### config.mk
export PLATFORM = sky130hd
export DESIGN_NAME = ir_seq_ctrl_flat
export DESIGN_NICKNAME = d
export VERILOG_FILES = /design/src/rtl/ir_seq_ctrl_pkg.sv /design/src/rtl/ir_seq_ctrl_if.sv /design/src/rtl/ir_seq_timer.sv /design/src/rtl/ir_seq_ctrl.sv /design/src/flat_wrapper.sv
export SDC_FILE = /design/constraint.sdc
export NUM_CORES = 1
export LEC_CHECK = 0
export ABC_AREA = 1
export CORE_MARGIN = 2
export CORE_UTILIZATION = 62
export DETAILED_ROUTE_END_ITERATION = 10
export DONT_BUFFER_PORTS = 1
export MAX_ROUTING_LAYER = met4
export PLACE_DENSITY = 0.75
export SETUP_SLACK_MARGIN = 0.5
export SLEW_MARGIN = 20
export SYNTH_ARGS = -nofsm -noshare
export SYNTH_HDL_FRONTEND = slang
export SYNTH_HIERARCHICAL = 1
export SYNTH_SLANG_ARGS = --single-unit
### constraint.sdc
create_clock -name clk -period 1.6 [get_ports clk]
set_input_delay 0.32 -clock clk [delete_from_list [all_inputs] [get_ports clk]]
set_output_delay 0.32 -clock clk [all_outputs]
set_load 0.02 [all_outputs]
### src/rtl/ir_seq_ctrl_pkg.sv
// ----------------------------------------------------------------------------
// ir_seq_ctrl_pkg
// Shared constants for the instruction-register sequencer.
// - Opcode values (upper nibble of the instruction word). The execute and
//   memory blocks use the same values.
// - State encoding of the sequencer FSM.
// - A small helper that classifies the opcodes with no defined meaning.
// ----------------------------------------------------------------------------
package ir_seq_ctrl_pkg;

    // Opcodes
    localparam logic [3:0] OP_NOP  = 4'h0;
    localparam logic [3:0] OP_LDA  = 4'h1;
    localparam logic [3:0] OP_LDB  = 4'h2;
    localparam logic [3:0] OP_LDAB = 4'h3;
    localparam logic [3:0] OP_EXE  = 4'h4;
    localparam logic [3:0] OP_JMP  = 4'h5;
    localparam logic [3:0] OP_HALT = 4'hF;

    // Sequencer states
    localparam logic [2:0] S_IDLE     = 3'd0;
    localparam logic [2:0] S_FETCH    = 3'd1;
    localparam logic [2:0] S_DECODE   = 3'd2;
    localparam logic [2:0] S_WR_A     = 3'd3;
    localparam logic [2:0] S_WR_B     = 3'd4;
    localparam logic [2:0] S_EX_START = 3'd5;
    localparam logic [2:0] S_EX_WAIT  = 3'd6;
    localparam logic [2:0] S_HALT     = 3'd7;

    // Opcodes 6..E are reserved; the sequencer flags them and runs them as NOP.
    function automatic logic op_illegal(input logic [3:0] op);
        return (op >= 4'h6) && (op <= 4'hE);
    endfunction

endpackage

### src/rtl/ir_seq_ctrl_if.sv
// ----------------------------------------------------------------------------
// ir_seq_ctrl_if
// Instruction-fetch bus between the sequencer and instruction memory.
//   mem_req   : fetch request, held until acknowledged
//   mem_addr  : fetch address (the sequencer's PC)
//   mem_ack   : fetch complete; mem_rdata valid in the same cycle
//   mem_rdata : 16-bit instruction word (also feeds the IR data input)
// Modports: master = sequencer side, slave = memory side.
// ----------------------------------------------------------------------------
interface ir_seq_ctrl_if #(
    parameter int PC_W = 8
);
    logic            mem_req;
    logic [PC_W-1:0] mem_addr;
    logic            mem_ack;
    logic [15:0]     mem_rdata;

    modport master (
        output mem_req,
        output mem_addr,
        input  mem_ack,
        input  mem_rdata
    );

    modport slave (
        input  mem_req,
        input  mem_addr,
        output mem_ack,
        output mem_rdata
    );
endinterface

### src/rtl/ir_seq_timer.sv
// ----------------------------------------------------------------------------
// ir_seq_timer
// Execute-wait timeout counter.
//   clk     : system clock
//   rst     : asynchronous active-low reset
//   clear   : zero the count (wins over enable)
//   enable  : advance the count by one
//   expired : count has reached EXEC_TO-1; never asserted when EXEC_TO is 0
// ----------------------------------------------------------------------------
module ir_seq_timer #(
    parameter int EXEC_TO = 16
) (
    input  logic clk,
    input  logic rst,
    input  logic clear,
    input  logic enable,
    output logic expired
);
    // Only values 0..EXEC_TO-1 are ever compared, so log2(EXEC_TO) bits suffice.
    localparam int TW = (EXEC_TO > 2) ? $clog2(EXEC_TO) : 1;
    localparam logic [TW-1:0] LAST = TW'((EXEC_TO > 0) ? EXEC_TO - 1 : 0);

    logic [TW-1:0] count;

    always_ff @(posedge clk or negedge rst) begin
        if (!rst) begin
            count <= '0;
        end else if (clear) begin
            count <= '0;
        end else if (enable) begin
            count <= count + 1'b1;
        end
    end

    assign expired = (EXEC_TO != 0) && (count == LAST);

endmodule

### src/rtl/ir_seq_ctrl.sv
// ----------------------------------------------------------------------------
// ir_seq_ctrl
// Multi-cycle sequencer for the instruction-register datapath: fetches a word
// at PC, strobes the IR load, decodes the opcode, issues the IR-to-A / IR-to-B
// transfer strobes and starts / waits on the execute unit.
//   clk        : system clock
//   rst        : asynchronous active-low reset
//   start      : leave IDLE/HALT and fetch at the current PC
//   stop       : return to IDLE at the next instruction boundary
//   bus        : instruction-fetch bus (master side)
//   ir_read    : IR load strobe (same cycle as mem_ack while fetching)
//   ir_write_a : IR-to-A transfer strobe
//   ir_write_b : IR-to-B transfer strobe
//   exec_start : one-cycle execute start pulse
//   exec_done  : execute complete
//   busy       : state is neither IDLE nor HALT
//   halted     : state is HALT
//   err        : sticky illegal-opcode / execute-timeout flag
// ----------------------------------------------------------------------------
module ir_seq_ctrl
    import ir_seq_ctrl_pkg::*;
#(
    parameter int PC_W    = 8,
    parameter int EXEC_TO = 16
) (
    input  logic         clk,
    input  logic         rst,
    input  logic         start,
    input  logic         stop,
    ir_seq_ctrl_if.master bus,
    output logic         ir_read,
    output logic         ir_write_a,
    output logic         ir_write_b,
    output logic         exec_start,
    input  logic         exec_done,
    output logic         busy,
    output logic         halted,
    output logic         err
);
    logic [2:0]      state;
    logic [2:0]      state_nxt;
    logic [2:0]      boundary;
    logic [PC_W-1:0] pc;
    logic [PC_W-1:0] tgt_q;
    logic [3:0]      op_q;
    logic            timer_expired;
    logic            fetch_done;

    ir_seq_timer #(.EXEC_TO(EXEC_TO)) u_timer (
        .clk     (clk),
        .rst     (rst),
        .clear   (state == S_EX_START),
        .enable  (state == S_EX_WAIT),
        .expired (timer_expired)
    );

    // The jump target is only the low PC_W bits of the word; the opcode
    // nibble is taken separately, so the bits in between are not needed.
    if (PC_W < 12) begin : g_unused
        logic unused_rdata;
        assign unused_rdata = ^bus.mem_rdata[11:PC_W];
    end

    assign fetch_done = (state == S_FETCH) && bus.mem_ack;

    // stop only matters at the end of an instruction.
    assign boundary = stop ? S_IDLE : S_FETCH;

    always_comb begin
        state_nxt = state;
        case (state)
            S_IDLE:     if (start) state_nxt = S_FETCH;
            S_FETCH:    if (bus.mem_ack) state_nxt = S_DECODE;
            S_DECODE: begin
                case (op_q)
                    OP_LDA, OP_LDAB: state_nxt = S_WR_A;
                    OP_LDB:          state_nxt = S_WR_B;
                    OP_EXE:          state_nxt = S_EX_START;
                    OP_HALT:         state_nxt = S_HALT;
                    default:         state_nxt = boundary;
                endcase
            end
            S_WR_A:     state_nxt = (op_q == OP_LDAB) ? S_WR_B : boundary;
            S_WR_B:     state_nxt = boundary;
            S_EX_START: state_nxt = S_EX_WAIT;
            S_EX_WAIT:  if (exec_done || timer_expired) state_nxt = boundary;
            S_HALT:     if (start) state_nxt = S_FETCH;
            default:    state_nxt = S_IDLE;
        endcase
    end

    always_ff @(posedge clk or negedge rst) begin
        if (!rst) begin
            state <= S_IDLE;
        end else begin
            state <= state_nxt;
        end
    end

    always_ff @(posedge clk or negedge rst) begin
        if (!rst) begin
            pc    <= '0;
            op_q  <= OP_NOP;
            tgt_q <= '0;
            err   <= 1'b0;
        end else begin
            if (fetch_done) begin
                op_q  <= bus.mem_rdata[15:12];
                tgt_q <= bus.mem_rdata[PC_W-1:0];
                pc    <= pc + 1'b1;
            end
            if (state == S_DECODE && op_q == OP_JMP) begin
                pc <= tgt_q;
            end
            if (state == S_DECODE && op_illegal(op_q)) begin
                err <= 1'b1;
            end
            // exec_done arriving in the last allowed cycle still counts as done.
            if (state == S_EX_WAIT && !exec_done && timer_expired) begin
                err <= 1'b1;
            end
        end
    end

    // mem_req is a pure state decode, so it drops as soon as reset forces IDLE.
    assign bus.mem_req  = (state == S_FETCH);
    assign bus.mem_addr = pc;
    // The IR must capture mem_rdata on the acknowledging edge, hence Mealy.
    assign ir_read      = fetch_done;
    assign ir_write_a   = (state == S_WR_A);
    assign ir_write_b   = (state == S_WR_B);
    assign exec_start   = (state == S_EX_START);
    assign busy         = (state != S_IDLE) && (state != S_HALT);
    assign halted       = (state == S_HALT);

endmodule
### src/flat_wrapper.sv
// flat-port wrapper written by rule: the top's interface ports become plain ports
module ir_seq_ctrl_flat import ir_seq_ctrl_pkg::*;
#(
    parameter int PC_W    = 8,
    parameter int EXEC_TO = 16
)
  (clk, rst, start, stop, ir_read, ir_write_a, ir_write_b, exec_start, exec_done, busy, halted, err, bus_mem_req, bus_mem_addr, bus_mem_ack, bus_mem_rdata);
  ir_seq_ctrl_if #(.PC_W(PC_W)) bus_i ();
  input  logic clk;
  input  logic rst;
  input  logic start;
  input  logic stop;
  output logic ir_read;
  output logic ir_write_a;
  output logic ir_write_b;
  output logic exec_start;
  input  logic exec_done;
  output logic busy;
  output logic halted;
  output logic err;
  output wire logic [$bits(bus_i.mem_req)-1:0] bus_mem_req;
  output wire logic [$bits(bus_i.mem_addr)-1:0] bus_mem_addr;
  input wire logic [$bits(bus_i.mem_ack)-1:0] bus_mem_ack;
  input wire logic [$bits(bus_i.mem_rdata)-1:0] bus_mem_rdata;
  assign bus_mem_req = bus_i.mem_req;
  assign bus_mem_addr = bus_i.mem_addr;
  assign bus_i.mem_ack = bus_mem_ack;
  assign bus_i.mem_rdata = bus_mem_rdata;
  ir_seq_ctrl #(.PC_W(PC_W), .EXEC_TO(EXEC_TO)) u_core (.clk(clk), .rst(rst), .start(start), .stop(stop), .bus(bus_i), .ir_read(ir_read), .ir_write_a(ir_write_a), .ir_write_b(ir_write_b), .exec_start(exec_start), .exec_done(exec_done), .busy(busy), .halted(halted), .err(err));
endmodule
==> out/qor.yml <==
drt:
  first_pass_iters: 5
  wl_um: 5206
  drtIter0Drc: 84
  final_antenna_net_count: 0
  avgRoutedWirePerCell_um: 19.35
  via_count: 1628
  drc: 0
  routed_via_density: 6.052
sta:
  tightestPinTransition_ns: 0.3560
  finalSetupViolCount: 5
  min_period_over_period: 1.021
  fin_setup_tns_ns: -0.1132
  max_freq_ghz: 0.6120
  relSlewSlack: 0.7611
  hold_violations: 0
  setup_ws_ns: -0.03389
  finalMaxSlewViolations: 0
  rsz0062_at_grt: "true"
  finClkSkew_ns: 0.007058
  fin_crit_ns: 1.634
setup_path:
  critical_path_class: "flip-flop to output pin"
  startpoint_type: "flip-flop"
  cp.required_ns: 1.28
  cp_max_fo: 5
  worstPathArrival_ns: 1.31
  endpoint_kind: "output pin"
run_status:
  status: "complete, but fails checks"
  violations: "negative setup slack"
floorplan:
  fp.dieH_um: 54.27
  start_util: 0.6440
  ios: 38
  die_area_mm2: 0.002945
  die_w_um: 54.27
  core_mm2: 0.002432
  fp-row-count: 18
placed_design:
  dpl.hpwl_um: 2212
  port-buffer-count: 0
  routabilityCongestion: 0.7776
  dp_slack_ns: 0.1783
layout:
  drive_above_1_share: 0.4268
  post-route-util: 0.9270
  diodes: 0
  syn_to_final_growth_pct: 43.93
  finalNetCount: 264
synth:
  yosysUniqueCellTypes: 25
  seq_area_frac_synth: 0.4473
  synth_nets: 228
  yosysWarnings: 6
  syn-mean-instance-area_um2: 7.679
  synth_area_mm2: 0.001567
  synthCells: 204
  ys_seq_elements: 28
grt:
  grt_max_degree: 29
  grt_pass1_vias: 1319
  grt_usage: 0.2746
  grt_pass1_wl_um: 5513
  antenna_found_initial: 0
  grt_overflow_total: 0
cts:
  root_buffer: "clkbuf_4"
  cts_buffer_depth: 2
  cts.sinks: 28
  cts.clk_slew.worst_paths_ns: 0.15
  h-tree-depth: 1
  clock_latency_ns: 0.34
  cts_buffers: 3
  tritoncts: "done"
min_path:
  min_path_type: "primary input to flip-flop"
power_and_ir_drop:
  power.density_mw_per_mm2: 1934
  ir_drop_v: 0.001841
  p_leak_nw: 1.060
run:
  max-cap-violations: 0
synthesized netlist by cell type:
cell	n	area share
a21oi_1	4	0.013
nand3b_1	4	0.019
inv_1	20	0.048
buf_6	1	0.0072
inv_2	3	0.0072
nor2_1	18	0.043
xor2_1	4	0.022
buf_4	2	0.0096
nor2_4	4	0.029
nand4_1	2	0.0080
nand3_2	1	0.0064
o211ai_2	1	0.0080
nand2_4	1	0.0072
nand2_1	77	0.18
nor2_8	1	0.013
a31oi_1	1	0.0040
nor2_2	2	0.0080
nand3_1	15	0.048
a211oi_1	1	0.0048
o21ai_1	2	0.0064
ha_1	2	0.016
o21ai_0	5	0.016
xnor2_1	1	0.0056
o211ai_1	4	0.019
dfrtp_1	28	0.45
final timing paths:
| check | start | end | slack, ns | cells past startpoint |
|---|---|---|---|---|
| worst max-delay path | u_core/state[1]$_DFFE_PN0P_ | ir_read | -0.03 | 3 |
| worst min-delay path | bus_mem_rdata[1] | u_core/tgt_q[1]$_DFFE_PN0P_ | 0.08 | 2 |
| worst max register to register | u_core/state[0]$_DFFE_PN0P_ | u_core/u_timer/count[3]$_DFFE_PN0P_ | 0.02 | 11 |
| worst min register to register | u_core/tgt_q[7]$_DFFE_PN0P_ | u_core/tgt_q[7]$_DFFE_PN0P_ | 0.51 | 2 |
| max in group asynchronous | rst | u_core/bus.mem_addr[6]$_DFFE_PN0P_ | 1.04 | 2 |
| min in group asynchronous | rst | u_core/u_timer/count[3]$_DFFE_PN0P_ | 0.39 | 2 |
layout by cell type (no fill, tap or decap), drive strengths merged, types with 2 or more instances in the layout:
cell / count
nor2: 26
ha: 2
o211ai: 5
o21ai: 7
inv: 22
nand2: 78
a21oi: 4
xor2: 4
nand4: 2
clkbuf: 3
clkinv: 2
nand3: 16
dfrtp: 28
nand3b: 4
buf: 31
per-layer routing:
layer  GRT usage  wire [µm]  share of wire
met5           -          0              0
met1      0.3032       1914           0.37
met2      0.4920       2600           0.50
met4      0.1042        242          0.046
met3     0.04645        448          0.086
where the power goes:
part,total (mW),internal (mW),switching (mW)
combinational,2.36,1.00,1.36
sequential,1.53,1.01,0.510
clock,0.472,0.254,0.218
critical path: stages, from the launching register on:
cell,delay (ns)
dfrtp_2,0.49
nor2_4,0.18
nand2_4,0.10
nor2_8,0.20
final cells by class:
class / count / area (µm²)
Clock buffer: 3 / 22.52
Clock inverter: 1 / 30.03
Fill cell: 92 / 177.7
Inverter: 23 / 103.9
Multi-Input combinational cell: 151 / 991.0
Sequential cell: 28 / 713.2
Tap cell: 30 / 37.54
Timing Repair Buffer: 32 / 340.3
Timing Repair inverter: 1 / 16.27
flip-flops by register name, summed over array words and instances, names as in the netlist:
| register | count |
|---|---|
| u_core/state | 3 |
| u_core/op_q | 4 |
| u_core/u_timer/count | 4 |
| u_core/tgt_q | 8 |
| u_core/err | 1 |
| u_core/bus.mem_addr | 8 |
per-stage QoR:
step           total power [mW]  hold WS (ns)  cells  cell area (µm²)
2_1_floorplan             2.482       0.02441    204             1619
3_3_place_gp              2.661       0.02495    235             1653
3_5_place_dp              2.746       0.02496    235             1653
4_1_cts                   3.724       0.06527    258             2009
5_1_grt                   4.586       0.05702    269             2255
6_report                  4.360       0.07571    269             2255
timing repair:
action	in CTS	in global routing
endpoints found under the setup margin	44	44
hold buffers	2	0
cloned	3	0
hold endpoints to repair	28	0
pin swaps	17	16
setup buffers	14	11
resized for setup	44	45
logic make-up (layout without fill, tap and decap cells):
family                     Yosys count  count (layout)  synth area share
and+or+nand+nor                    125             126            0.3658
DFF                                 28              28            0.4473
buffers and inverters               26              60           0.07188
AOI/OAI and AO/OA                   18              18           0.07109
xor gates and xnor gates             5               5           0.02795
adders and majority gates            2               2           0.01597
Note: power is estimated with default switching activity, not from simulation.
